[src/rtl/fifo_pair_packer_if.sv]
// rtl/fifo_pair_packer_if.sv - upstream FIFO pop port and packed beat output port of the pair packer
interface fifo_pair_packer_if #(
    parameter int DATA_W = 16
);
    logic                  fifo_empty_i;
    logic                  fifo_rd_en_o;
    logic [DATA_W-1:0]     fifo_rdata_i;
    logic                  flush_i;
    logic                  m_valid_o;
    logic                  m_ready_i;
    logic [2*DATA_W-1:0]   m_data_o;
    logic                  m_half_o;
    logic [15:0]           beat_cnt_o;

    modport master (
        input  fifo_empty_i,
        input  fifo_rdata_i,
        input  flush_i,
        input  m_ready_i,
        output fifo_rd_en_o,
        output m_valid_o,
        output m_data_o,
        output m_half_o,
        output beat_cnt_o
    );

    modport slave (
        output fifo_empty_i,
        output fifo_rdata_i,
        output flush_i,
        output m_ready_i,
        input  fifo_rd_en_o,
        input  m_valid_o,
        input  m_data_o,
        input  m_half_o,
        input  beat_cnt_o
    );
endinterface

[src/rtl/fifo_pair_packer.sv]
// rtl/fifo_pair_packer.sv - pops words from a sync FIFO and packs pairs into double-width beats
module fifo_pair_packer #(
    parameter int DATA_W = 16
) (
    input  logic              clk,
    input  logic              rst,
    fifo_pair_packer_if.master bus
);
    typedef enum logic [1:0] {
        S_EMPTY = 2'd0,
        S_LO    = 2'd1,
        S_OUT   = 2'd2
    } state_t;

    state_t              state_q, state_d;
    logic [1:0]          pend_q, pend_d;
    logic                flush_q, flush_d;
    logic [DATA_W-1:0]   lo_q, lo_d;
    logic [DATA_W-1:0]   hi_q, hi_d;
    logic                half_q, half_d;
    logic [15:0]         cnt_q, cnt_d;

    logic [2:0]          held;
    logic [2:0]          occ;
    logic                rd_en;
    logic                cap;
    logic                hs;
    logic                take_flush;
    logic                flush_act;

    always_comb begin
        held       = 3'd0;
        occ        = 3'd0;
        rd_en      = 1'b0;
        cap        = 1'b0;
        hs         = 1'b0;
        take_flush = 1'b0;
        flush_act  = 1'b0;
        pend_d     = pend_q;
        state_d    = state_q;
        flush_d    = flush_q;
        lo_d       = lo_q;
        hi_d       = hi_q;
        half_d     = half_q;
        cnt_d      = cnt_q;

        case (state_q)
            S_LO:    held = 3'd1;
            S_OUT:   held = 3'd2;
            default: held = 3'd0;
        endcase
        occ = held + {1'b0, pend_q};

        rd_en = !rst && !bus.fifo_empty_i && (state_q != S_OUT)
                && (occ < 3'd2) && !flush_q;
        // read data always lands exactly one cycle after its pop
        cap = (pend_q != 2'd0);
        hs  = (state_q == S_OUT) && bus.m_ready_i;

        // a pop issued in the flush cycle counts as pending data, so the
        // word it fetches is folded into the flushed beat instead of lost
        take_flush = bus.flush_i && (state_q != S_OUT)
                     && ((state_q == S_LO) || (pend_q != 2'd0) || rd_en);
        flush_act  = flush_q || take_flush;
        flush_d    = flush_act;

        pend_d = pend_q + {1'b0, rd_en} - {1'b0, cap};

        case (state_q)
            S_EMPTY: begin
                if (cap) begin
                    lo_d = bus.fifo_rdata_i;
                    if (flush_act && (pend_d == 2'd0)) begin
                        state_d = S_OUT;
                        half_d  = 1'b1;
                        hi_d    = '0;
                        flush_d = 1'b0;
                    end else begin
                        state_d = S_LO;
                    end
                end
            end
            S_LO: begin
                if (cap) begin
                    hi_d    = bus.fifo_rdata_i;
                    state_d = S_OUT;
                    half_d  = 1'b0;
                    flush_d = 1'b0;
                end else if (flush_act && (pend_d == 2'd0)) begin
                    state_d = S_OUT;
                    half_d  = 1'b1;
                    hi_d    = '0;
                    flush_d = 1'b0;
                end
            end
            S_OUT: begin
                flush_d = 1'b0;
                if (hs) begin
                    state_d = S_EMPTY;
                    half_d  = 1'b0;
                    lo_d    = '0;
                    hi_d    = '0;
                    cnt_d   = cnt_q + 16'd1;
                end
            end
            default: begin
                state_d = S_EMPTY;
            end
        endcase
    end

    always_ff @(posedge clk) begin
        if (rst) begin
            state_q <= S_EMPTY;
            pend_q  <= 2'd0;
            flush_q <= 1'b0;
            lo_q    <= '0;
            hi_q    <= '0;
            half_q  <= 1'b0;
            cnt_q   <= 16'd0;
        end else begin
            state_q <= state_d;
            pend_q  <= pend_d;
            flush_q <= flush_d;
            lo_q    <= lo_d;
            hi_q    <= hi_d;
            half_q  <= half_d;
            cnt_q   <= cnt_d;
        end
    end

    assign bus.fifo_rd_en_o = rd_en;
    assign bus.m_valid_o    = (state_q == S_OUT);
    assign bus.m_data_o     = {hi_q, lo_q};
    assign bus.m_half_o     = half_q;
    assign bus.beat_cnt_o   = cnt_q;
endmodule

[src/flat_wrapper.sv]
// flat-port wrapper written by rule: the top's interface ports become plain ports
module fifo_pair_packer_flat 
#(
    parameter int DATA_W = 16
)
  (clk, rst, bus_fifo_empty_i, bus_fifo_rdata_i, bus_flush_i, bus_m_ready_i, bus_fifo_rd_en_o, bus_m_valid_o, bus_m_data_o, bus_m_half_o, bus_beat_cnt_o);
  fifo_pair_packer_if #(.DATA_W(DATA_W)) bus_i ();
  input  logic clk;
  input  logic rst;
  input wire logic [$bits(bus_i.fifo_empty_i)-1:0] bus_fifo_empty_i;
  input wire logic [$bits(bus_i.fifo_rdata_i)-1:0] bus_fifo_rdata_i;
  input wire logic [$bits(bus_i.flush_i)-1:0] bus_flush_i;
  input wire logic [$bits(bus_i.m_ready_i)-1:0] bus_m_ready_i;
  output wire logic [$bits(bus_i.fifo_rd_en_o)-1:0] bus_fifo_rd_en_o;
  output wire logic [$bits(bus_i.m_valid_o)-1:0] bus_m_valid_o;
  output wire logic [$bits(bus_i.m_data_o)-1:0] bus_m_data_o;
  output wire logic [$bits(bus_i.m_half_o)-1:0] bus_m_half_o;
  output wire logic [$bits(bus_i.beat_cnt_o)-1:0] bus_beat_cnt_o;
  assign bus_i.fifo_empty_i = bus_fifo_empty_i;
  assign bus_i.fifo_rdata_i = bus_fifo_rdata_i;
  assign bus_i.flush_i = bus_flush_i;
  assign bus_i.m_ready_i = bus_m_ready_i;
  assign bus_fifo_rd_en_o = bus_i.fifo_rd_en_o;
  assign bus_m_valid_o = bus_i.m_valid_o;
  assign bus_m_data_o = bus_i.m_data_o;
  assign bus_m_half_o = bus_i.m_half_o;
  assign bus_beat_cnt_o = bus_i.beat_cnt_o;
  fifo_pair_packer #(.DATA_W(DATA_W)) u_core (.clk(clk), .rst(rst), .bus(bus_i));
endmodule
[config.mk]
export PLATFORM = sky130hd
export DESIGN_NAME = fifo_pair_packer_flat
export DESIGN_NICKNAME = d
export VERILOG_FILES = /design/src/rtl/fifo_pair_packer_if.sv /design/src/rtl/fifo_pair_packer.sv /design/src/flat_wrapper.sv
export SDC_FILE = /design/constraint.sdc
export NUM_CORES = 1
export LEC_CHECK = 0
export ABC_AREA = 1
export BUFFER_PORTS_ARGS = -buffer_cell sky130_fd_sc_hd__buf_2
export CORE_ASPECT_RATIO = 0.8
export CORE_MARGIN = 5
export CORE_UTILIZATION = 40
export CTS_CLUSTER_SIZE = 30
export DETAILED_ROUTE_END_ITERATION = 8
export SYNTH_ARGS = -nofsm -noshare
export SYNTH_HDL_FRONTEND = slang
export SYNTH_SLANG_ARGS = --single-unit
[constraint.sdc]
create_clock -name clk -period 8.4 [get_ports clk]
set_input_delay 0.84 -clock clk [delete_from_list [all_inputs] [get_ports clk]]
set_output_delay 0.84 -clock clk [all_outputs]
set_load 0.01 [all_outputs]
==> flow_metrics.py, run 1 <==
metrics = {
    "detailed_routing": {
        "dr.pass1.iters": 4,
        "dr_total_vias": 2232,
        "drt_iter0_markers": 110,
        "drt-vias-per-instance": 4.74,
        "wl_per_cell_um": 12.3,
        "totalWireLength_um": 5770,
        "detail_route.drc_violations": 0,
        "antenna_left": 0,
    },
    "setup_path": {
        "crit_type": "reg2reg",
        "worstPathCellList": "inv_1, ha_1, xor2_1, ha_1, nor2_1, nand2_1, nor2_1, inv_1, ha_1, inv_1, ha_1, inv_1, nand2_1, nand2_1, nor2_1, nand3_2, nand3_1, a21oi_1",
        "r2r-start": "u_core.state_q[0]$_SDFFE_PP0P_",
        "reg2reg_slack_ps": 5230,
        "cp_data_arrival_time_ps": 3330,
        "cp-end-kind": "flop",
        "worstPathRequired_ps": 8560,
        "crit_path_max_fanout": 17,
        "timing.rr.end": "u_core.hi_q[13]$_SDFFE_PP0P_",
        "startpoint_type": "flop",
        "cpMaxStageDelayCell": "dfxtp_1",
        "rr_worst_depth": 18,
        "cp_num_buf_inv": 4,
        "cpLargestDelayFamily": "simple AND/OR/NAND/NOR gates",
        "slowest_delay_ps": 390,
    },
    "cts": {
        "hold_buffers": 0,
        "cts_tree": "done",
        "post_cts_buffers": 0,
        "cts_buffers": 5,
        "cts-root-buf": "clkbuf_8",
        "cts.sinks": 54,
        "clk_pin_slew_ps": 90,
        "ctsHtreeMaxLevel": 2,
        "insertion_delay_ps": 300,
        "ctsResizeCount": 0,
        "cts.path.max_buffers": 2,
    },
    "hold_path": {
        "holdPathStages": 2,
        "hp-class": "reg2reg",
        "hold_end": "u_core.lo_q[8]$_SDFFE_PP0P_",
        "min_from": "u_core.lo_q[8]$_SDFFE_PP0P_",
    },
    "sta": {
        "worst_hold_slack_ps": 466,
        "timing.fmax_mhz": 315,
        "worst_pin_slew_ps": 1010,
        "tns_ps": 0,
        "rsz0062_at_grt": "no",
        "slew_headroom_pct": 32.8,
        "hold_viol_final": 0,
        "fin_crit_ps": 3170,
        "final_max_slew_viol_count": 0,
        "fin_skew_ps": 5.64,
        "setup_viol": 0,
        "period_share_pct": 37.7,
    },
    "yosys": {
        "ys.flop_type": "dfxtp_1",
        "synthArstFlopShare_pct": 0,
        "synth-edff-count": 0,
        "syn_inst": 325,
        "syn_avg_cell_area_um2": 7.57,
        "syn_nets": 356,
        "synth_seq_area_share_pct": 43.9,
        "synth_area_mm2": 0.00246,
        "synth-seq-cells": 54,
        "ys_types": 34,
        "yosys_warnings": 0,
    },
    "placed_design": {
        "port_buffers": 71,
        "dp_hpwl_um": 4170,
        "globalplace.congestion": 0.859,
        "placed_area_mm2": 0.00285,
    },
    "grt": {
        "grt_util_all_layers_pct": 14.9,
        "grt_max_degree": 42,
        "grt-ovfl-total": 0,
        "first_global_vias": 2045,
        "grt_antenna_before_repair": 0,
        "grt_pass1_wl_um": 9580,
    },
    "pwr": {
        "power_density_mw_per_mm2": 284,
        "p_leak_uw": 0.00135,
        "vdd.ir_drop.worst_mv": 0.0945,
    },
    "floorplan": {
        "die-height_um": 80.2,
        "start_util_pct": 41.4,
        "dieArea_mm2": 0.00783,
        "rows": 25,
        "die_w_um": 97.7,
        "coreArea_mm2": 0.00594,
        "pin_count": 72,
    },
    "final_layout": {
        "diodes": 0,
        "layout.nets": 421,
        "utilization_pct": 49.3,
        "final_area_mm2": 0.00293,
        "drive_gt1_share_pct": 22.3,
        "syn2layout_area_growth_pct": 19.0,
    },
    "flow_run": {
        "max_cap_viol_count": 0,
    },
    "run_status": {
        "outcome": "finished clean",
    },
}
## flip-flops by register name, summed over array words and instances, names as in the netlist
name,count
u_core.bus.beat_cnt_o,16
u_core.hi_q,16
u_core.lo_q,16
u_core.pend_q,2
u_core.state_q,2
u_core.bus.m_half_o,1
u_core.flush_q,1
## worst register-to-register path: stages (launching register included)
cell	delay (ps)
dfxtp_1	390
inv_1	120
ha_1	270
xor2_1	160
ha_1	300
nor2_1	80
nand2_1	70
nor2_1	130
inv_1	60
ha_1	280
inv_1	60
ha_1	150
inv_1	40
nand2_1	50
nand2_1	70
nor2_1	190
nand3_2	350
nand3_1	190
a21oi_1	80
## report_power, final
| group | leakage (uW) | switching (uW) | total, uW | internal, uW |
|---|---|---|---|---|
| Sequential | 0.000439 | 28.0 | 327 | 299 |
| Clock | 0.0000373 | 82.1 | 140 | 57.4 |
| Combinational | 0.000877 | 221 | 364 | 143 |
| Total | 0.00135 | 331 | 830 | 499 |
## cells in the final DEF, fill, tap and decap left out, types with 2 or more instances in the layout
cell type and count:
a21oi_1 44, buf_2 71, clkbuf_8 5, dfxtp_1 54, ha_1 10, inv_1 34
nand2_1 76, nand3_1 20, nand3b_1 16, nor2_1 29, nor3_1 3, o21ai_0 5
xor2_1 2
## kinds of logic after synthesis
group,after synthesis,share of synthesized area [%]
and+or+nand+nor,154,29.3
AOI/OAI and AO/OA,56,12.3
DFF,54,43.9
buffers and inverters,48,8.34
adders and majority gates,10,5.08
xor gates and xnor gates,3,1.07
## per-stage QoR
step | std cells | worst slack, ps | total power [uW]
2_1_floorplan | 325 | 5420 | 612
3_3_place_gp | 464 | 5180 | 699
3_5_place_dp | 464 | 5110 | 701
4_1_cts | 471 | 5220 | 842
5_1_grt | 471 | 4890 | 904
6_report | 471 | 5230 | 830
## cells in the mapped netlist, types with 2 or more instances
cell      number  area, um2
a21oi_1       44        220
buf_2          2       10.0
buf_4          2       15.0
buf_6          2       22.5
clkbuf_1       6       22.5
dfxtp_1       54       1080
ha_1          10        125
inv_1         34        128
nand2_1       76        285
nand3_1       20        100
nand3b_1      16        120
nor2_1        29        109
nor3_1         3       15.0
o21ai_0        6       30.0
xor2_1         2       17.5
## layout make-up
class                      count  area, um2
clock buffer                   6       72.6
clock inverter                 1       7.51
fill                         629       3020
inverter                      35        131
multi-input combinational    223       1180
sequential                    54       1080
tap                           81        101
timing repair buffer          71        355
## worst max path at each step
stage                                    from                           end  cells after the start
2_1_floorplan  u_core.state_q[0]$_SDFFE_PP0P_  u_core.hi_q[10]$_SDFFE_PP0P_                     19
3_3_place_gp                              rst  u_core.hi_q[14]$_SDFFE_PP0P_                     15
3_5_place_dp                              rst  u_core.hi_q[14]$_SDFFE_PP0P_                     15
4_1_cts        u_core.state_q[0]$_SDFFE_PP0P_   u_core.hi_q[4]$_SDFFE_PP0P_                     18
5_1_grt        u_core.state_q[0]$_SDFFE_PP0P_   u_core.hi_q[3]$_SDFFE_PP0P_                     18
6_report       u_core.state_q[0]$_SDFFE_PP0P_  u_core.hi_q[13]$_SDFFE_PP0P_                     18
## per-layer routing
metal  global-route usage (%)  share of wire, %
met1                     20.2                50
met2                     22.9                45
met3                     4.51               4.8
met4                     4.29               1.0
met5                        0                 0
No activity file was read; power rests on OpenSTA's default activity.
==> run 2: changes to the inputs <==
--- a/config.mk
+++ b/config.mk
@@ -5,13 +5,14 @@
 export SDC_FILE = /design/constraint.sdc
 export NUM_CORES = 1
 export LEC_CHECK = 0
-export ABC_AREA = 1
+export ABC_AREA = 0
 export BUFFER_PORTS_ARGS = -buffer_cell sky130_fd_sc_hd__buf_2
 export CORE_ASPECT_RATIO = 0.8
 export CORE_MARGIN = 5
 export CORE_UTILIZATION = 40
 export CTS_CLUSTER_SIZE = 30
 export DETAILED_ROUTE_END_ITERATION = 8
+export PLACE_DENSITY = 0.67
 export SYNTH_ARGS = -nofsm -noshare
 export SYNTH_HDL_FRONTEND = slang
 export SYNTH_SLANG_ARGS = --single-unit
==> constraint.sdc (replaced) <==
create_clock -name clk -period 2.7 [get_ports clk]
set_input_delay 0.27 -clock clk [delete_from_list [all_inputs] [get_ports clk]]
set_output_delay 0.27 -clock clk [all_outputs]
set_load 0.01 [all_outputs]
==> run 2 against run 1 <==
  * The run now ends with setup timing left
  * Synthesized cell count down 24%
  * Setup slack worse by 5700 ps
  * Final cell count down 12%
  * Via count down 6.6%
==> flow_metrics.py, run 2 <==
metrics = {
    "run_status": {
        "outcome": "finished with violations",
        "violations": "setup timing",
    },
    "yosys": {
        "synth_compound_area_share_pct": 15.4,
        "synthSimpleGateAreaFrac_pct": 20.6,
        "synth.area.top_cells": "dfxtp_1, mux2i_1, ha_1",
        "ys.flop_type": "dfxtp_1",
        "synth-edff-count": 0,
        "syn_inst": 247,
        "synthArstFlopShare_pct": 0,
        "synth.most_common_cell": "dfxtp_1",
        "synth.mux.area_fraction_pct": 6.85,
        "synth_top_family_by_area": "simple AND/OR/NAND/NOR gates",
        "synth_commonest_cells": "dfxtp_1, nor2_1, nor2b_1",
        "yosysTopAreaCell": "dfxtp_1",
        "syn_nets": 278,
        "synth_area_mm2": 0.00248,
        "ys_types": 49,
        "yosysTopAreaCellShare_pct": 43.5,
        "synth_seq_area_share_pct": 43.5,
        "synth_fa_ha_area_share_pct": 5.04,
        "syn_avg_cell_area_um2": 10.1,
        "yosys_warnings": 0,
        "synth_xor_area_share_pct": 4.88,
        "synth-seq-cells": 54,
    },
    "final_layout": {
        "layout.nets": 365,
        "syn2layout_area_growth_pct": 29.9,
        "fillers": 554,
        "final_cell_mix": "buf_2, dfxtp_1, nor2_1",
        "stdcell_count": 416,
        "drive_gt1_share_pct": 39.4,
        "final_common_cell": "buf_2",
        "multiInputGateArea_mm2": 0.00139,
        "diodes": 0,
        "ff_latch_area_mm2": 0.00108,
    },
    "grt": {
        "grt_max_degree": 39,
        "first_global_vias": 1985,
        "grt_antenna_before_repair": 0,
        "grt_pass1_wl_um": 9550,
        "grt_util_all_layers_pct": 14.7,
        "grt-ovfl-total": 0,
    },
    "placed_design": {
        "dp.cells": 406,
        "port_buffers": 71,
        "dp_hpwl_um": 4250,
        "globalplace.congestion": 0.799,
    },
    "setup_path": {
        "reg2reg_slack_ps": -480,
        "worstPathRequired_ps": 2920,
        "startpoint_type": "flop",
        "crit_path_max_fanout": 8,
        "r2r-start": "u_core.state_q[1]$_SDFFE_PP0P_",
        "rr_worst_depth": 13,
        "timing.rr.end": "u_core.hi_q[0]$_SDFFE_PP0P_",
        "cp-end-kind": "flop",
        "cp_data_arrival_time_ps": 3400,
        "crit_type": "reg2reg",
    },
    "cts": {
        "cts-root-buf": "clkbuf_8",
        "cts_buffers": 5,
        "cts.path.max_buffers": 2,
        "insertion_delay_ps": 310,
        "ctsHtreeMaxLevel": 2,
        "clk_pin_slew_ps": 100,
        "hold_buffers": 0,
        "cts_tree": "done",
        "cts.sinks": 54,
    },
    "pwr": {
        "power_density_mw_per_mm2": 963,
        "vdd.ir_drop.worst_mv": 0.536,
        "p_leak_uw": 0.00148,
        "power.total_uw": 3110,
    },
    "sta": {
        "timing.fmax_mhz": 314,
        "final_max_slew_viol_count": 0,
        "slew_headroom_pct": 30.9,
        "period_share_pct": 118,
        "setup_viol": 21,
        "worst_pin_slew_ps": 1030,
        "rsz0062_at_grt": "yes",
        "hold_viol_final": 0,
        "timing.final.ws_setup_ps": -484,
        "fin_skew_ps": 9.12,
        "fin_crit_ps": 3180,
    },
    "floorplan": {
        "rows": 25,
        "dieArea_mm2": 0.00790,
        "coreArea_mm2": 0.00597,
        "start_util_pct": 41.6,
        "die_w_um": 98.1,
        "die-height_um": 80.5,
        "pin_count": 72,
    },
    "hold_path": {
        "hp-class": "in2reg",
        "min_from": "bus_fifo_rdata_i[2]",
        "hold_end": "u_core.hi_q[2]$_SDFFE_PP0P_",
        "holdPathStages": 2,
    },
    "flow_run": {
        "max_cap_viol_count": 0,
    },
    "detailed_routing": {
        "dr_total_vias": 2085,
        "totalWireLength_um": 5970,
        "antenna_left": 0,
        "wl_per_cell_um": 14.3,
        "dr.pass1.iters": 4,
        "drt_iter0_markers": 96,
        "drt-vias-per-instance": 5.01,
        "detail_route.drc_violations": 0,
    },
}
[run 2: kinds of logic after synthesis]
family | count (synthesis)
simple gates | 91
flops | 54
compound gates | 43
buf+inv | 20
mux | 17
xor+xnor | 12
fa+ha+maj | 10
[run 2: critical path, stage by stage, from the launching register on]
cell	delay [ps]
dfxtp_2	350
buf_6	110
ha_4	150
xor2_1	140
ha_2	160
or4_4	410
or2_4	260
ha_4	260
inv_2	30
ha_4	140
xor3_2	270
a211oi_4	320
a31oi_4	220
a22o_2	280
[run 2: report_power, final]
group	internal (uW)	switching, uW	total [uW]
Sequential	951	86.6	1040
Clock	281	277	558
Combinational	717	793	1510
Total	1950	1160	3110
[run 2: layer usage]
metal  global-route usage, %  vias to the layer above  share of wire (%)
met5                       0                        -                  0
met4                    4.56                        0                1.2
met3                    2.95                        8                4.2
met2                    23.4                       49                 46
met1                    20.1                      975                 49
li1                        -                     1053                  -
[run 2: how the worst max path moves through the flow]
stage	end	start	slack, ps
floorplan	u_core.hi_q[10]$_SDFFE_PP0P_	u_core.state_q[0]$_SDFFE_PP0P_	-830
finish	u_core.hi_q[0]$_SDFFE_PP0P_	u_core.state_q[1]$_SDFFE_PP0P_	-480
CTS	u_core.hi_q[0]$_SDFFE_PP0P_	u_core.state_q[1]$_SDFFE_PP0P_	-530
global placement	u_core.hi_q[4]$_SDFFE_PP0P_	u_core.state_q[1]$_SDFFE_PP0P_	-590
detailed placement	u_core.hi_q[3]$_SDFFE_PP0P_	u_core.state_q[1]$_SDFFE_PP0P_	-650
global route	u_core.state_q[1]$_SDFFE_PP0P_	u_core.state_q[1]$_SDFFE_PP0P_	-590
[run 2: per-stage QoR]
| step | hold WS (ps) | worst slack [ps] | instance area [um2] | TNS, ps | utilization, % |
|---|---|---|---|---|---|
| final | 182 | -484 | 3230 | -8490 | 54.0 |
| after global routing | 172 | -591 | 3230 | -10660 | 54.0 |
| after CTS | 174 | -534 | 3210 | -9600 | 53.7 |
| after detailed placement | 453 | -653 | 3060 | -12020 | 51.2 |
| after global placement | 454 | -589 | 3060 | -10840 | 51.2 |
| after floorplan | 403 | -831 | 2550 | -15620 | - |
[run 2: cell type report]
type                       count  share of cell area, %
clock buffer                   5                   2.13
clock inverter                 3                   1.47
inverter                      10                   1.16
multi-input combinational    174                   43.2
sequential                    54                   33.6
tap                           81                   3.14
timing repair buffer          89                   15.3
[run 2: what timing repair did]
item | CTS | global route
pin swaps | 13 | 9
resized for setup | 3 | 4
buffers inserted | 1 | 0
hold endpoints to repair | 0 | 0
endpoints found under the setup margin | 21 | 21
gates cloned | 1 | 0
